## config.mk

```make
export PLATFORM = sky130hd
export DESIGN_NAME = sync_msg_rx
export DESIGN_NICKNAME = d
export VERILOG_FILES = /design/src/rtl/sync_msg_rx.sv
export SDC_FILE = /design/constraint.sdc
export NUM_CORES = 1
export LEC_CHECK = 0
export BUFFER_PORTS_ARGS = -buffer_cell sky130_fd_sc_hd__buf_2
export CORE_MARGIN = 5
export CORE_UTILIZATION = 50
export CTS_CLUSTER_DIAMETER = 40
export DETAILED_ROUTE_END_ITERATION = 8
export GPL_ROUTABILITY_DRIVEN = 0
export PLACE_DENSITY = 0.79
export SYNTH_ARGS = -nofsm -noshare
export SYNTH_HDL_FRONTEND = slang
export SYNTH_SLANG_ARGS = --single-unit
```

## constraint.sdc

```tcl
create_clock -name clk -period 2.6 [get_ports clk]
set_input_delay 0 -clock clk [delete_from_list [all_inputs] [get_ports clk]]
set_output_delay 0 -clock clk [all_outputs]
set_load 0.05 [all_outputs]
```

## src/rtl/sync_msg_rx.sv

```systemverilog
// sync_msg_rx: receive-side qualifier and queue for state-code messages
// coming out of the 3-stage synchronizer. A code is accepted once it has been
// valid and unchanged for STABLE_CNT consecutive cycles; accepted codes are
// pushed into a small fall-through FIFO drained with a valid/ready handshake.
// Optional feature macro: SYNC_MSG_RX_DEDUP_EN (suppress re-pushing a code
// identical to the last one queued, even across idle gaps).
module sync_msg_rx #(
  parameter int DATA_BIT_WIDTH = 3,
  parameter int STABLE_CNT     = 2,
  parameter int FIFO_DEPTH     = 4
) (
  input  logic                            clk,
  input  logic                            reset,
  input  logic                            valid_i,
  input  logic [DATA_BIT_WIDTH-1:0]       data_i,
  output logic                            out_valid_o,
  output logic [DATA_BIT_WIDTH-1:0]       out_data_o,
  input  logic                            out_ready_i,
  output logic [$clog2(FIFO_DEPTH):0]     level_o,
  output logic                            overflow_o,
  input  logic                            clr_ovf_i
);

  localparam int AW = $clog2(FIFO_DEPTH);
  localparam int LW = AW + 1;
  localparam int CW = $clog2(STABLE_CNT + 1);
  localparam logic [CW-1:0] STABLE_C = CW'(STABLE_CNT);
  localparam logic [LW-1:0] DEPTH_C  = LW'(FIFO_DEPTH);

  typedef enum logic [1:0] {
    IDLE    = 2'd0,
    QUALIFY = 2'd1,
    COMMIT  = 2'd2,
    HOLD    = 2'd3
  } state_t;

  state_t                    state_q, state_d;
  logic [DATA_BIT_WIDTH-1:0] cand_q, cand_d;
  logic [CW-1:0]             cnt_q, cnt_d;
  logic [AW-1:0]             wr_ptr_q, wr_ptr_d;
  logic [AW-1:0]             rd_ptr_q, rd_ptr_d;
  logic [LW-1:0]             level_q, level_d;
  logic                      ovf_q, ovf_d;
  logic [DATA_BIT_WIDTH-1:0] mem_q [FIFO_DEPTH];

  logic push;
  logic pop;
  logic ovf_set;
  logic space;
  logic dup;

  // Pops only happen against a non-empty queue; a pop frees a slot for a
  // push landing in the same cycle.
  assign pop   = (level_q != '0) && out_ready_i;
  assign space = (level_q < DEPTH_C) || pop;

`ifdef SYNC_MSG_RX_DEDUP_EN
  logic [DATA_BIT_WIDTH-1:0] last_q, last_d;
  logic                      last_vld_q, last_vld_d;

  assign dup = last_vld_q && (cand_q == last_q);

  // Remember the most recently queued code.
  always_comb begin
    last_d     = last_q;
    last_vld_d = last_vld_q;
    if (push) begin
      last_d     = cand_q;
      last_vld_d = 1'b1;
    end
  end

  // Validity of the remembered code is control state and is reset.
  always_ff @(posedge clk or posedge reset) begin
    if (reset) last_vld_q <= 1'b0;
    else       last_vld_q <= last_vld_d;
  end

  // The remembered code itself is only meaningful while last_vld_q is set.
  always_ff @(posedge clk) begin
    last_q <= last_d;
  end
`else
  assign dup = 1'b0;
`endif

  // Qualification FSM: next state, candidate tracking and commit decision.
  always_comb begin
    state_d = state_q;
    cand_d  = cand_q;
    cnt_d   = cnt_q;
    push    = 1'b0;
    ovf_set = 1'b0;
    case (state_q)
      IDLE: begin
        if (valid_i) begin
          cand_d  = data_i;
          cnt_d   = CW'(1);
          state_d = (STABLE_CNT == 1) ? COMMIT : QUALIFY;
        end
      end
      QUALIFY: begin
        if (!valid_i) begin
          cnt_d   = '0;
          state_d = IDLE;
        end else if (data_i == cand_q) begin
          cnt_d = cnt_q + CW'(1);
          if ((cnt_q + CW'(1)) == STABLE_C) state_d = COMMIT;
        end else begin
          cand_d = data_i;
          cnt_d  = CW'(1);
        end
      end
      COMMIT: begin
        state_d = HOLD;
        if (!dup) begin
          if (space) push    = 1'b1;
          else       ovf_set = 1'b1;
        end
      end
      HOLD: begin
        if (!valid_i) begin
          cnt_d   = '0;
          state_d = IDLE;
        end else if (data_i != cand_q) begin
          cand_d  = data_i;
          cnt_d   = CW'(1);
          state_d = (STABLE_CNT == 1) ? COMMIT : QUALIFY;
        end
      end
      default: begin
        cnt_d   = '0;
        state_d = IDLE;
      end
    endcase
  end

  // FIFO pointer/level bookkeeping and the sticky overflow flag.
  always_comb begin
    wr_ptr_d = wr_ptr_q;
    rd_ptr_d = rd_ptr_q;
    level_d  = level_q;
    if (push) wr_ptr_d = wr_ptr_q + AW'(1);
    if (pop)  rd_ptr_d = rd_ptr_q + AW'(1);
    case ({push, pop})
      2'b10:   level_d = level_q + LW'(1);
      2'b01:   level_d = level_q - LW'(1);
      default: level_d = level_q;
    endcase
    // A new drop outranks a clear requested in the same cycle.
    if (ovf_set)        ovf_d = 1'b1;
    else if (clr_ovf_i) ovf_d = 1'b0;
    else                ovf_d = ovf_q;
  end

  // Control state registers, cleared asynchronously.
  always_ff @(posedge clk or posedge reset) begin
    if (reset) begin
      state_q  <= IDLE;
      cnt_q    <= '0;
      wr_ptr_q <= '0;
      rd_ptr_q <= '0;
      level_q  <= '0;
      ovf_q    <= 1'b0;
    end else begin
      state_q  <= state_d;
      cnt_q    <= cnt_d;
      wr_ptr_q <= wr_ptr_d;
      rd_ptr_q <= rd_ptr_d;
      level_q  <= level_d;
      ovf_q    <= ovf_d;
    end
  end

  // Data registers: candidate and FIFO storage carry no reset; they are only
  // observed while the FSM or level says they hold something.
  always_ff @(posedge clk) begin
    cand_q <= cand_d;
    if (push) mem_q[wr_ptr_q] <= cand_q;
  end

  assign out_valid_o = (level_q != '0);
  assign out_data_o  = (level_q != '0) ? mem_q[rd_ptr_q] : '0;
  assign level_o     = level_q;
  assign overflow_o  = ovf_q;

endmodule

```

==> metrics.md, run 1 <==
| Metric | Value |
|---|---|
| IO Count | `16` |
| # fillers | `199` |
| Max IR drop VDD | `a little over 600 uV` |
| CTS tree | `done` |
| Drt via density | `~5.3` |
| Startpoint types | `register` |
| Synth top area cells | `edfxtp_1 35%, dfrtp_1 24%, ha_1 5.9%` |
| Unrepaired setup endpoints after global routing | `false` |
| Sequential share of the synthesized area | `between 50 and 60%` |
| Dpl cells | `~140` |
| Fin nets | `~130` |
| Pre-Repair DR Iteration Count | `4` |
| Mapped Area | `approximately 1300 um^2` |
| Run status | `finished clean` |
| Worst Path Max Fanout | `7` |
| Vias in the first global route | `roughly 810` |
| Die W | `60.5 um` |
| Syn_nets | `between 100 and 150` |
| Die outline height | `60.5 um` |
| Initial antenna violation count | `0` |
| Layout cells sized above 1 | `between 20% and 30%` |
| Largest net degree at the start of global routing | `15` |
| Post-synth cell types | `30` |
| Clock transition at path regs | `approximately 0.14 ns` |
| CP required | `between 2 and 3 ns` |
| Cell area power density | `1050 nW/um^2` |
| Pleak | `between 0.6 and 0.7 nW` |
| ANT nets after route | `0` |
| Die area | `approximately 3700 um^2` |
| Starting Density | `52.0%` |
| GRT overflow | `0` |
| Clock sinks | `27` |
| Area grow syn2layout | `15.6%` |
| Worst-Skew Late Latency | `about 0.33 ns` |
| Critical path's slowest cell | `dfrtp_1` |
| Arrival @ worst endpoint | `about 2.4 ns` |
| FP Rows | `18` |
| Seq cells post-synth | `27` |
| Setup TNS | `0 ns` |
| Slew @ Worst Pin | `slightly below 0.5 ns` |
| Fin Clk Skew | `around 0.014 ns` |
| Fin crit share | `80.3%` |
| First-pass GRT wire length | `approximately 3700 um` |
| DR vias | `slightly below 800` |
| CP cell instances | `or2b_1 > nor2b_4 > inv_1 > ha_1 > inv_1 > fa_1 > xor2_1 > nor2_1 > xor2_1` |
| Critical Path Max Stage Delay | `0.43 ns` |
| Most frequent cells in the layout | `15 x edfxtp_1, 15 x buf_2, 12 x inv_1, 12 x dfrtp_1` |
| PortBufs | `15` |
| Routed length per instance | `~15 um` |
| Ant diodes | `0` |
| Number of synthesized flops with an enable pin | `15` |
| Yosys warns | `0` |
| CP Capture Type | `register` |
| Top_reg_cell synth | `edfxtp_1` |
| Crit Path Category | `register to register` |
| Clock Tree Buf Depth | `2` |
| Max-Slew Margin vs Limit | `around two thirds` |
| Final setup fails | `0` |
| GRT Total Usage | `14.2%` |
| Max-cap viol count | `0` |
| Avg Inst Size Synth | `approximately 14 um^2` |
| Fmax | `0.479 GHz` |
| Post-synth top area share | `35.3%` |
| Post-Synthesis Cells | `between 90 and 100` |
| Hold Buf Count CTS | `7` |
| Drt drc | `0` |
| DP HPWL | `1790 um` |
| Post-synth top area cell | `edfxtp_1` |
| Fin crit period | `2.09 ns` |
| Routed wire length | `2270 um` |
| H-tree depth | `1` |
| TritonCTS Buffers | `3` |
| Async set-reset flop share out of synthesis | `44.4%` |
| Initial DRC Count | `13` |
| Fin. Hold Viols | `0` |
| Number of gates resized after cts | `0` |
| Max Slew Vio Count | `0` |
| Clk Tree Root Cell | `clkbuf_4` |
| HP Class | `primary input to asynchronous set/reset pin` |
| Area of the core | `between 2000 and 2500 um^2` |
| Final non-filler cell total | `between 100 and 150` |
| Setup Buffers After CTS | `0` |
-- registers in the layout, summed over array words and instances, names as in the netlist, named ones only --
register,cells
cand_q,3
cnt_q,2
level_o,3
mem_q,12
overflow_o,1
rd_ptr_q,2
state_q,1
wr_ptr_q,2
-- layer usage --
metal | share of wire, % | routed length [um] | global-route usage (%)
met3 | 2.4 | 55 | 2.55
met4 | 1.7 | 38 | 5.57
met5 | 0 | 0 | 0
met2 | 57 | 1280 | 27.0
met1 | 39 | 886 | 15.5
-- through the flow --
step	instance area, um^2	hold WS (ns)	power, mW	worst slack (ns)	utilization [%]
after floorplan	1280	-0.135	1.21	0.264	-
after global placement	1380	0.0269	1.33	0.683	56.2
after detailed placement	1380	0.0464	1.38	0.546	56.2
after CTS	1480	0.223	1.57	0.506	60.1
after global routing	1480	0.236	1.65	0.427	60.1
final	1480	0.211	1.55	0.512	60.1
-- worst max-delay path: cells and delay by family, from the launching register on --
family                     cells  cell delay, ns
adders and majority gates      2            0.57
buffers and inverters          2            0.14
and+or+nand+nor                3            0.57
DFF                            1            0.43
xor gates and xnor gates       2            0.32
-- where the power goes --
part	internal (mW)	switching (mW)	total [mW]
Sequential	0.555	0.108	0.663
Combinational	0.261	0.448	0.710
Clock	0.0601	0.117	0.177
Total	0.876	0.674	1.55
-- final timing paths --
check	start	endpoint	slack (ns)	depth (start not counted)
worst max register to register	level_o[2]$_DFFE_PP0P_	level_o[2]$_DFFE_PP0P_	0.51	9
worst min-delay path	reset	cnt_q[0]$_DFFE_PP0P_	0.21	3
max in group asynchronous	reset	cnt_q[1]$_DFFE_PP0P_	2.05	3
min in group clk	clr_ovf_i	overflow_o$_DFFE_PP0P_	0.37	3
worst max-delay path	level_o[2]$_DFFE_PP0P_	level_o[2]$_DFFE_PP0P_	0.51	9
worst min register to register	level_o[0]$_DFFE_PP0P_	level_o[0]$_DFFE_PP0P_	0.53	1
-- synth_stat cells (2+ instances only) --
cell type and instances:
ha_1 6, and3_1 2, nand2_1 2, buf_2 2, edfxtp_1 15, inv_1 12, xnor2_1 6, mux4_2 3
and2_1 7, nor2_1 2, nand4_1 2, a21oi_1 4, xor2_1 3, dfrtp_1 12
-- cell families after synthesis --
family | count (synthesis) | share of synthesized area (%)
adders and majority gates | 7 | 7.45
DFF | 27 | 58.8
xor gates and xnor gates | 9 | 6.18
muxes | 5 | 6.96
AOI/OAI and AO/OA | 11 | 5.98
and+or+nand+nor | 21 | 10.3
buffers and inverters | 14 | 4.31
-- area by class of cell --
cell class	count	area, um^2	share of cell area, %
inverters	12	45.0	3.05
repair buffers	22	145	9.84
multi-input cells	53	470	31.9
flip-flops and latches	27	751	50.9
clock buffers	4	26.3	1.78
well taps	30	37.5	2.54
(Power assumes the default switching activity.)
==> run 2: changes to the inputs <==
--- a/config.mk
+++ b/config.mk
@@ -11,7 +11,7 @@
 export CTS_CLUSTER_DIAMETER = 40
 export DETAILED_ROUTE_END_ITERATION = 8
 export GPL_ROUTABILITY_DRIVEN = 0
-export PLACE_DENSITY = 0.79
+export PLACE_DENSITY = 0.82
 export SYNTH_ARGS = -nofsm -noshare
 export SYNTH_HDL_FRONTEND = slang
 export SYNTH_SLANG_ARGS = --single-unit
==> constraint.sdc (replaced) <==
create_clock -name clk -period 1.82 [get_ports clk]
set_input_delay 0 -clock clk [delete_from_list [all_inputs] [get_ports clk]]
set_output_delay 0 -clock clk [all_outputs]
set_load 0.05 [all_outputs]
==> metrics.md, run 2 (synthesized netlist as in run 1, its figures left out) <==
| Metric | Value |
|---|---|
| Failing checks | `negative setup slack` |
| CP required | `2.06 ns (-0.80 ns)` |
| Power, Total | `2.34 mW (+51%)` |
| Design area | `1560 um^2 (+6.0%)` |
| Initial antenna violation count | `0 (unchanged)` |
| Drt via density | `5.33 (+0.95%)` |
| Clock transition at path regs | `0.15 ns (about the same)` |
| Clk Tree Root Cell | `clkbuf_4` |
| Largest net degree at the start of global routing | `17 (+2)` |
| Fmax | `0.540 GHz (+13%)` |
| Initial DRC Count | `18 (+5)` |
| Clock Tree Buf Depth | `2 (unchanged)` |
| Slew @ Worst Pin | `0.474 ns (-0.0117 ns)` |
| Worst R2R Path Depth | `8 (-1)` |
| Clock sinks | `27 (unchanged)` |
| Fin crit period | `1.85 ns (-0.237 ns)` |
| Max-Slew Margin vs Limit | `68.4% (+0.78 points)` |
| Pre-Repair DR Iteration Count | `4 (unchanged)` |
| Fin crit share | `102% (+21 points)` |
| Post-DP Area | `1440 um^2 (+4.6%)` |
| PortBufs | `15 (unchanged)` |
| TritonCTS Buffers | `3 (unchanged)` |
| Most frequent cells in the layout | `15 x edfxtp_1, 15 x buf_2, 10 x inv_1` |
| Worst-Skew Late Latency | `0.33 ns (about the same)` |
| Ant diodes | `0 (unchanged)` |
| Setup ws final | `-0.0307 ns (-0.543 ns)` |
| Worst Path Max Fanout | `3 (-4)` |
| GRT overflow | `0 (unchanged)` |
| Max reg flops | `12 (unchanged)` |
| Die outline height | `60.5 um (unchanged)` |
| DP HPWL | `1790 um (about the same)` |
| HP Class | `primary input to asynchronous set/reset pin` |
| ANT nets after route | `0 (unchanged)` |
| First-pass GRT wire length | `3820 um (+2.8%)` |
| Setup TNS | `-0.0307 ns (-0.0307 ns)` |
| Routed wire length | `2390 um (+5.4%)` |
| Area of the core | `2450 um^2 (unchanged)` |
| Fin. Hold Viols | `0 (unchanged)` |
| Fin Clk Skew | `0.00311 ns (-0.0112 ns)` |
| CP Capture Type | `register` |
| Die area | `3660 um^2 (unchanged)` |
| Vias in the first global route | `863 (+6.9%)` |
| Drt drc | `0 (unchanged)` |
| Routed length per instance | `15.3 um (about the same)` |
| Layout cells sized above 1 | `33.3% (+13 points)` |
| Crit Path Category | `register to register` |
| Max-cap viol count | `0 (unchanged)` |
| Cell area power density | `1500 nW/um^2 (+43%)` |
| GRT Total Usage | `14.4% (+0.17 points)` |
| Startpoint types | `register` |
| Starting Density | `52.0% (unchanged)` |
| H-tree depth | `1 (unchanged)` |
| FP Rows | `18 (unchanged)` |
| IO Count | `16 (unchanged)` |
| Max IR drop VDD | `1150 uV (+85%)` |
| Unrepaired setup endpoints after global routing | `true` |
| Max Slew Vio Count | `0 (unchanged)` |
| Final setup fails | `1 (+1)` |
| Most flops, register | `mem_q` |
| Die W | `60.5 um (unchanged)` |
| # fillers | `181 (-9.0%)` |
| Area grow syn2layout | `22.5%` |
| Fin nets | `142 (+6.0%)` |
| CTS tree | `done` |
| Run status | `finished, violations left` |
| Arrival @ worst endpoint | `2.09 ns (-0.26 ns)` |
| Pleak | `0.659 nW (+5.6%)` |
| Final Util | `63.7% (+3.6 points)` |
| DR vias | `831 (+6.4%)` |
## run 2: timing repair
item                                    in CTS  in global routing
endpoints found under the setup margin       2                  5
resized for setup                            2                  1
setup buffers                                2                  0
endpoints found under the hold margin       18                  0
hold buffers                                 7                  0
pin swaps                                    6                  4
## run 2: final cells by class
| cell class | instances | area, um^2 | share of cell area [%] |
|---|---|---|---|
| clock buffer | 3 | 22.5 | 1.44 |
| clock inverter | 1 | 7.51 | 0.480 |
| inverter | 12 | 45.0 | 2.88 |
| multi-input combinational | 53 | 490 | 31.4 |
| sequential | 27 | 756 | 48.3 |
| tap | 30 | 37.5 | 2.40 |
| timing repair buffer | 30 | 205 | 13.1 |
## run 2: through the flow
step,cells,hold slack (ns),setup WS (ns)
2_1_floorplan,94,-0.136,-0.239
3_3_place_gp,143,0.0255,0.0286
3_5_place_dp,143,0.0347,-0.0461
4_1_cts,156,0.209,-0.0425
5_1_grt,156,0.246,-0.103
6_report,156,0.203,-0.0307
## run 2: critical path, stage by stage, from the launching register on
cell	delay (ns)
dfrtp_2	0.45
or3_4	0.37
and2_4	0.16
ha_4	0.16
inv_2	0.05
fa_2	0.18
xor2_1	0.16
nor2_1	0.07
xor2_1	0.15
## run 2: path summary, 6_finish.rpt
path	from	end	slack, ns
worst max-delay path	level_o[1]$_DFFE_PP0P_	level_o[2]$_DFFE_PP0P_	-0.03
worst min-delay path	reset	rd_ptr_q[1]$_DFFE_PP0P_	0.20
worst max register to register	level_o[1]$_DFFE_PP0P_	level_o[2]$_DFFE_PP0P_	-0.03
worst min register to register	level_o[0]$_DFFE_PP0P_	level_o[0]$_DFFE_PP0P_	0.52
max in group asynchronous	reset	level_o[1]$_DFFE_PP0P_	1.28
min in group clk	data_i[1]	cand_q[1]$_DFFE_PP_	0.39
## run 2: routing by layer
| layer | GRT usage [%] | part of all wire (%) | vias to the layer above | wire length [um] |
|---|---|---|---|---|
| met4 | 4.95 | 2.1 | 0 | 49 |
| li1 | - | - | 393 | - |
| met5 | 0 | 0 | - | 0 |
| met2 | 27.0 | 55 | 22 | 1310 |
| met1 | 15.2 | 39 | 410 | 923 |
| met3 | 4.26 | 4.4 | 6 | 106 |
## run 2: where the power goes
part / switching, mW / internal, mW / leakage, nW
Combinational: 0.679 / 0.457 / 0.367
Clock: 0.183 / 0.0842 / 0.0139
Sequential: 0.138 / 0.802 / 0.279
==> run 3: changes to the inputs <==
--- a/config.mk
+++ b/config.mk
@@ -11,7 +11,8 @@
 export CTS_CLUSTER_DIAMETER = 40
 export DETAILED_ROUTE_END_ITERATION = 8
 export GPL_ROUTABILITY_DRIVEN = 0
-export PLACE_DENSITY = 0.82
+export PLACE_DENSITY = 0.79
+export SLEW_MARGIN = 10
 export SYNTH_ARGS = -nofsm -noshare
 export SYNTH_HDL_FRONTEND = slang
 export SYNTH_SLANG_ARGS = --single-unit
==> constraint.sdc (replaced) <==
create_clock -name clk -period 2.03 [get_ports clk]
set_input_delay 0 -clock clk [delete_from_list [all_inputs] [get_ports clk]]
set_output_delay 0 -clock clk [all_outputs]
set_load 0.05 [all_outputs]
==> metrics.md, run 3 (synthesized netlist as in run 1, its figures left out) <==
| Metric | Value |
|---|---|
| Run status | `finished clean` |
| Fmax | `0.525 GHz (-2.8%)` |
| Routed wire length | `2180 um (-8.8%)` |
| Post-DP Area | `1410 um^2 (-2.6%)` |
| Fin Clk Skew | `0.00267 ns (-0.000447 ns)` |
| Drt drc | `0 (unchanged)` |
| Max-Slew Margin vs Limit | `68.6% (+0.21 points)` |
| GRT overflow | `0 (unchanged)` |
| Drt via density | `5.21 (-2.3%)` |
| Max Slew Vio Count | `0 (unchanged)` |
| Routed length per instance | `14.4 um (-5.7%)` |
| Comb pwr share | `46.6% (-1.9 points)` |
| Crit Path Category | `register to register` |
| Worst Path Max Fanout | `7 (+4)` |
| CP Capture Type | `register` |
| IO Count | `16 (unchanged)` |
| Cell area power density | `1330 nW/um^2 (-11%)` |
| Initial antenna violation count | `0 (unchanged)` |
| Die outline height | `60.5 um (unchanged)` |
| Fin nets | `137 (-3.5%)` |
| First-pass GRT wire length | `3790 um (-0.71%)` |
| Arrival @ worst endpoint | `2.16 ns (+0.07 ns)` |
| DP HPWL | `1750 um (-1.9%)` |
| Sw Ratio | `42.7% (about the same)` |
| Clock sinks | `27 (unchanged)` |
| Max-cap viol count | `0 (unchanged)` |
| Area of the core | `2450 um^2 (unchanged)` |
| Clock transition at path regs | `0.15 ns (about the same)` |
| ANT nets after route | `0 (unchanged)` |
| Final setup fails | `0 (-1)` |
| CP required | `2.28 ns (+0.22 ns)` |
| Pleak | `0.639 nW (-3.0%)` |
| Ant diodes | `0 (unchanged)` |
| GRT Total Usage | `14.2% (-0.19 points)` |
| Vias in the first global route | `855 (-0.93%)` |
| Starting Density | `52.0% (unchanged)` |
| TritonCTS Buffers | `3 (unchanged)` |
| Sequential power share | `41.9% (+1.8 points)` |
| Die area | `3660 um^2 (unchanged)` |
| FP Rows | `18 (unchanged)` |
| Most flops, register | `mem_q` |
| Die W | `60.5 um (unchanged)` |
| Most frequent cells in the layout | `15 x edfxtp_1, 15 x buf_2, 10 x inv_1` |
| Slew @ Worst Pin | `0.471 ns (-0.00311 ns)` |
| Max IR drop VDD | `794 uV (-31%)` |
| Final Util | `61.9% (-1.8 points)` |
| CTS tree | `done` |
| Fin crit period | `1.90 ns (+0.0525 ns)` |
| HP Class | `primary input to asynchronous set/reset pin` |
| Unrepaired setup endpoints after global routing | `false` |
| DR vias | `786 (-5.4%)` |
| Max reg flops | `12 (unchanged)` |
| Clock network power share | `11.6% (+0.2 points)` |
| Initial DRC Count | `4 (-14)` |
| Internal | `1.16 mW (-13%)` |
| Worst-Skew Late Latency | `0.32 ns (about the same)` |
| Design area | `1520 um^2 (-2.8%)` |
| Layout cells sized above 1 | `28.1% (-5.2 points)` |
| Startpoint types | `register` |
| Clk Tree Root Cell | `clkbuf_4` |
| Area grow syn2layout | `19.1%` |
| Fin. Hold Viols | `0 (unchanged)` |
| Pre-Repair DR Iteration Count | `4 (unchanged)` |
| H-tree depth | `1 (unchanged)` |
| PortBufs | `15 (unchanged)` |
| P_sw | `866 uW (-13%)` |
| Clock Tree Buf Depth | `2 (unchanged)` |
| Largest net degree at the start of global routing | `16 (-1)` |
| # fillers | `193 (+6.6%)` |
| Fin crit share | `93.8% (-7.9 points)` |
run 3: stage by stage:
| stage | cells | setup WS (ns) | setup TNS, ns | hold slack [ns] | total power [mW] |
|---|---|---|---|---|---|
| floorplan | 94 | -0.0286 | -0.0403 | -0.136 | 1.59 |
| global placement | 138 | 0.163 | 0 | 0.0242 | 1.74 |
| detailed placement | 138 | 0.116 | 0 | 0.0379 | 1.79 |
| CTS | 150 | 0.0700 | 0 | 0.215 | 2.04 |
| global route | 151 | 0.00204 | 0 | 0.251 | 2.18 |
| finish | 151 | 0.127 | 0 | 0.207 | 2.03 |
run 3: final timing paths:
path	startpoint	end	slack (ns)	depth (start not counted)
setup / recovery	level_o[2]$_DFFE_PP0P_	level_o[2]$_DFFE_PP0P_	0.13	9
hold / removal	reset	cnt_q[0]$_DFFE_PP0P_	0.21	3
setup reg to reg	level_o[2]$_DFFE_PP0P_	level_o[2]$_DFFE_PP0P_	0.13	9
hold reg to reg	level_o[0]$_DFFE_PP0P_	level_o[0]$_DFFE_PP0P_	0.49	1
max in group asynchronous	reset	level_o[2]$_DFFE_PP0P_	1.48	3
min in group clk	data_i[2]	cand_q[2]$_DFFE_PP_	0.41	2
run 3: layer usage:
| layer | vias to the layer above | track usage, % | wire length, um |
|---|---|---|---|
| li1 | 385 | - | - |
| met1 | 389 | 15.5 | 855 |
| met2 | 10 | 26.5 | 1220 |
| met3 | 2 | 2.55 | 78 |
| met4 | 0 | 6.50 | 24 |
| met5 | - | 0 | 0 |
run 3: layout make-up:
| cell class | instances | area [um^2] | share of cell area, % |
|---|---|---|---|
| Sequential cell | 27 | 754 | 49.6 |
| Multi-Input combinational cell | 53 | 485 | 31.9 |
| Timing Repair Buffer | 25 | 170 | 11.2 |
| Inverter | 12 | 45.0 | 2.96 |
| Tap cell | 30 | 37.5 | 2.47 |
| Clock buffer | 3 | 22.5 | 1.48 |
| Clock inverter | 1 | 5.00 | 0.329 |
run 3: timing repair:
| item | 4_1_cts | 5_1_grt |
|---|---|---|
| gates resized for setup | 0 | 1 |
| hold endpoints to repair | 18 | 0 |
| endpoints found under the setup margin | 0 | 1 |
| setup buffers | 0 | 1 |
| hold buffers | 8 | 0 |
run 3: power groups by stage:
| stage | combinational [mW] | sequential [mW] | clock [mW] |
|---|---|---|---|
| global placement | 0.881 | 0.855 | 0 |
| global route | 1.03 | 0.878 | 0.270 |
| CTS | 0.945 | 0.853 | 0.242 |
| floorplan | 0.651 | 0.936 | 0 |
| detailed placement | 0.927 | 0.866 | 0 |
| finish | 0.945 | 0.849 | 0.234 |
run 3: critical path, stage by stage, from the launching register on:
cell     delay, ns
dfrtp_2       0.40
or2b_1        0.24
nor2b_4       0.15
inv_2         0.07
ha_4          0.13
inv_2         0.04
fa_2          0.35
xor2_1        0.17
nor2_1        0.13
xor2_1        0.15
